<file path="config.mk">
export PLATFORM = sky130hd
export DESIGN_NAME = bin_to_bcd_seq
export DESIGN_NICKNAME = d
export VERILOG_FILES = /design/src/rtl/bcd_pkg.sv /design/src/rtl/bin_to_bcd_add3.sv /design/src/rtl/bin_to_bcd_seq.sv
export SDC_FILE = /design/constraint.sdc
export NUM_CORES = 1
export LEC_CHECK = 0
export CAP_MARGIN = 20
export CORE_MARGIN = 3
export CORE_UTILIZATION = 51
export CTS_CLUSTER_SIZE = 14
export DETAILED_ROUTE_END_ITERATION = 10
export GPL_ROUTABILITY_DRIVEN = 0
export GPL_TIMING_DRIVEN = 1
export PLACE_DENSITY = 0.85
export REMOVE_ABC_BUFFERS = 1
export SYNTH_ARGS = -nofsm -noshare
export SYNTH_HDL_FRONTEND = slang
export SYNTH_SLANG_ARGS = --single-unit
</file>
<file path="constraint.sdc">
create_clock -name clk -period 2.7 [get_ports clk]
set_clock_uncertainty 0.2 [all_clocks]
set_input_delay 0.54 -clock clk [delete_from_list [all_inputs] [get_ports clk]]
set_output_delay 0.54 -clock clk [all_outputs]
set_load 0.02 [all_outputs]
</file>
<file path="src/rtl/bcd_pkg.sv">
// bcd_pkg: shared BCD types, converter FSM states and the all-nines limit for a digit count
package bcd_pkg;
  typedef enum logic [1:0] {IDLE, SHIFT, DONE} bcd_state_t;
  typedef logic [3:0] bcd_digit_t;
  function automatic int unsigned max_val(input int unsigned digits);
    int unsigned r = 1;
    for (int i = 0; i < digits; i++) r = r * 10;
    return r - 1;
  endfunction
endpackage

</file>
<file path="src/rtl/bin_to_bcd_add3.sv">
// bcd_add3: double-dabble nibble correction (a >= 5 ? a + 3 : a); ports a (digit in), y (corrected digit)
module bcd_add3
  import bcd_pkg::*;
(
  input  bcd_digit_t a,
  output bcd_digit_t y
);
  always_comb y = (a >= 4'd5) ? a + 4'd3 : a;
endmodule

</file>
<file path="src/rtl/bin_to_bcd_seq.sv">
// bin_to_bcd_seq: shift-and-add-3 binary-to-BCD, one bit/clk; start/busy/done handshake, clamped bcd_out + ovf
module bin_to_bcd_seq
  import bcd_pkg::*;
#(
  parameter int IN_W   = 14,
  parameter int DIGITS = 4
) (
  input  logic                  clk,
  input  logic                  rst,
  input  logic                  start,
  input  logic [IN_W-1:0]       bin_in,
  output logic                  busy,
  output logic                  done,
  output logic [4*DIGITS-1:0]   bcd_out,
  output logic                  ovf
);
  localparam int unsigned MAX_VAL = max_val(DIGITS);
  localparam int BW = 4 * DIGITS;
  localparam int TW = BW + IN_W;
  localparam int CW = $clog2(IN_W + 1);
  bcd_state_t state_q, state_d;
  logic [IN_W-1:0] shreg_q, shreg_d;
  logic [BW-1:0] work_q, work_d, adj, bcd_q, bcd_d;
  logic [CW-1:0] cnt_q, cnt_d;
  logic ovf_nx_q, ovf_nx_d, ovf_q, ovf_d, done_q, done_d, busy_q, busy_d, over;
  for (genvar i = 0; i < DIGITS; i++) begin : g_add3
    bcd_add3 u_add3 (.a(work_q[4*i +: 4]), .y(adj[4*i +: 4]));
  end
  always_comb begin
    over = 32'(bin_in) > MAX_VAL;
    state_d = state_q;
    shreg_d = shreg_q;
    work_d = work_q;
    cnt_d = cnt_q;
    ovf_nx_d = ovf_nx_q;
    bcd_d = bcd_q;
    ovf_d = ovf_q;
    done_d = 1'b0;
    if (state_q == IDLE && start) begin
      state_d = SHIFT;
      shreg_d = over ? IN_W'(MAX_VAL) : bin_in;
      work_d = '0;
      ovf_nx_d = over;
      cnt_d = CW'(IN_W);
    end else if (state_q == SHIFT) begin
      {work_d, shreg_d} = TW'({adj, shreg_q} << 1);
      cnt_d = cnt_q - CW'(1);
      state_d = (cnt_q == CW'(1)) ? DONE : SHIFT;
    end else if (state_q == DONE) begin
      state_d = IDLE;
      done_d = 1'b1;
      bcd_d = work_q;
      ovf_d = ovf_nx_q;
    end
    busy_d = state_d != IDLE;
  end
  always_ff @(posedge clk) begin
    if (rst) begin
      state_q <= IDLE;
      shreg_q <= '0;
      work_q <= '0;
      cnt_q <= '0;
      ovf_nx_q <= 1'b0;
      bcd_q <= '0;
      ovf_q <= 1'b0;
      done_q <= 1'b0;
      busy_q <= 1'b0;
    end else begin
      state_q <= state_d;
      shreg_q <= shreg_d;
      work_q <= work_d;
      cnt_q <= cnt_d;
      ovf_nx_q <= ovf_nx_d;
      bcd_q <= bcd_d;
      ovf_q <= ovf_d;
      done_q <= done_d;
      busy_q <= busy_d;
    end
  end
  assign busy = busy_q;
  assign done = done_q;
  assign bcd_out = bcd_q;
  assign ovf = ovf_q;
endmodule

</file>
==> results.cfg <==
[clocking]
ctsResizeCount = 0
hold_buffers = 0
postCtsSetupBuffers = 0
cts_sinks = 56
clk_latency_ps = 310
root_buffer = clkbuf_8
cts_buffers = 5
clock_tree.buffer_depth = 2
cts_tree = done
cts.htree.levels = 2
cts.clk_slew.worst_paths_ps = 100

[pwr]
power_frac_seq_pct = 56.7
p_int_mw = 1.16
clkPwrFrac_pct = 28.2
p_leak_nw = 1.08
ir_drop_v = 0.000237
combinationalPowerShare_pct = 15.0
switchingPower_mw = 0.437
switching_share_pct = 27.5
p_per_area_nw_per_um2 = 515

[synth]
ys_ff_latch = 56
synth_cells = 323
synth_most_common_cell = dfxtp_1
netlist.area_leader.share_pct = 42.5
ys_seq_area_share_pct = 42.5
syn_area_um2 = 2640
synth_common_cells = 56 x dfxtp_1, 49 x nand2_1, 39 x a21oi_1
synth-async-reset-ratio_pct = 0
synthFlopType = dfxtp_1
ys_warn_count = 0
synthDistinctLibCells = 43
synth_top_area_cell = dfxtp_1
synth_edf_count = 0
ys_top_cells_by_area = dfxtp_1 43%, a21oi_1 7.4%, nand2_1 7.0%
avgSynthCellArea_um2 = 8.17

[sta]
tns_ps = 0
finalHoldViolCount = 0
setup_viol = 0
fin_crit_sh_pct = 77.8
fin_crit_ps = 2100
relSlewSlack_pct = 54.0
fmax_mhz = 476
worst_pin_slew_ps = 690
report.final.slew_viol_count = 0
grt_setup_unrepaired = false
timing.final.ws_setup_ps = 598

[cells_and_area]
num_antenna_cells = 0
n_fill_cell = 427
stdcell_area_um2 = 3090
final_cell_count_no_fill = 417
nNetsFinal = 376
syn_to_final_growth_pct = 17.3
drive_above_1_share_pct = 6.86

[grt]
grt_antenna_before_repair = 0
grt_pass1_wl_um = 9980
grt_max_degree = 41
overflow = 0
grt_pass1_vias = 2225
grt_usage_pct = 20.2

[die]
start_util_pct = 54.4
dieArea_um2 = 6070
die_w_um = 77.9
die-height_um = 77.9
num_rows = 25
io_pins = 36
core_um2 = 4850

[setup_path]
cp_max_fo = 13
crit_type = primary input to flip-flop
slowest_stage = clkdlybuf4s50_1
critical_path_required_ps = 2690
cp-end-kind = flip-flop
startpoint_type = primary input
path_cells = clkdlybuf4s50_1 -> or3b_1 -> nand2b_2 -> buf_4 -> a211oi_1
max_stage_delay_ps = 550
crit_arrival_ps = 2100

[worst_hold_path]
hold_class = flip-flop to flip-flop

[drt]
drc = 0
drt_iter0_markers = 216
first_pass_iters = 5
num_vias = 2356
ant_nets = 0
wl_per_cell_um = 13.8
drt-vias-per-instance = 5.65
drt_wl_total_um = 5760

[status]
status = finished, final reports clean

[flow_run]
max_cap_viol_count = 0

[place]
placed_area_um2 = 3010
place_hpwl_um = 4080
place_ws_ps = 260
port_buffers = 35
placed_cells = 409
## routing by layer
layer	wire length, um	vias up	part of all wire (%)	global-route usage [%]
met3	354	11	6.1	4.76
li1	-	1177	-	-
met5	0	-	0	0
met4	94	0	1.6	6.82
met2	2780	84	48	35.2
met1	2530	1084	44	24.3
## logic make-up after synthesis
kind of cell | after synthesis | share of synthesized area, %
buf+inv | 36 | 6.88
mux | 4 | 1.66
flops | 56 | 42.5
compound gates | 96 | 22.9
fa+ha+maj | 10 | 4.74
xor+xnor | 2 | 0.664
simple gates | 119 | 20.6
## placed cells by master, fill, tap and decap left out, types with 6 or more instances in the layout
master	count
nand2b_1	7
nor3_1	8
clkdlybuf4s50_1	35
ha_1	10
nor2b_1	6
inv_1	13
o21ai_0	16
buf_4	6
nand2_1	49
a21oi_1	39
dfxtp_1	56
nor2_1	30
a211oi_1	10
## path summary, 6_finish.rpt
path                           startpoint  cells after the start  slack, ps                      end
setup / recovery                    start                      5        600  work_q[10]$_SDFFE_PP0P_
hold / removal    bcd_out[1]$_SDFFE_PP0P_                      2        260  bcd_out[1]$_SDFFE_PP0P_
setup reg to reg    state_q[0]$_SDFF_PP0_                      5        650    cnt_q[2]$_SDFFE_PP0P_
hold reg to reg   bcd_out[1]$_SDFFE_PP0P_                      2        260  bcd_out[1]$_SDFFE_PP0P_
## per-stage QoR
| stage | utilization (%) | power [mW] | hold slack [ps] |
|---|---|---|---|
| 2_1_floorplan | - | 1.06 | 226 |
| 5_1_grt | 63.8 | 1.67 | 278 |
| 6_report | 63.8 | 1.59 | 257 |
| 4_1_cts | 63.8 | 1.61 | 258 |
| 3_5_place_dp | 62.0 | 1.16 | 245 |
| 3_3_place_gp | 62.0 | 1.15 | 242 |
## critical path, delay by kind of cell
family / cells / cell delay, ps
AOI/OAI and AO/OA: 1 / 60
buffers and inverters: 2 / 770
and+or+nand+nor: 2 / 710
## flip-flops by register name, summed over array words and instances (netlist names)
signal and flops:
bcd_out 16, work_q 16, cnt_q 4, ovf_nx_q 1
busy 1, ovf 1, done 1, shreg_q 14
state_q 2
## area by class of cell
class | count | area (um^2) | share of cell area [%]
clock buffers | 5 | 68.8 | 2.22
clock inverters | 3 | 18.8 | 0.607
inverters | 13 | 48.8 | 1.58
well taps | 67 | 83.8 | 2.71
flip-flops and latches | 56 | 1120 | 36.2
repair buffers | 42 | 415 | 13.4
multi-input cells | 231 | 1340 | 43.2
## power by group through the flow
stage	Sequential, mW	Combinational, mW	Clock (mW)
floorplan	0.913	0.145	0
global placement	0.919	0.227	0
detailed placement	0.921	0.236	0
CTS	0.903	0.239	0.465
global route	0.909	0.268	0.497
finish	0.903	0.240	0.449
Power figures use the tool's default switching activity.
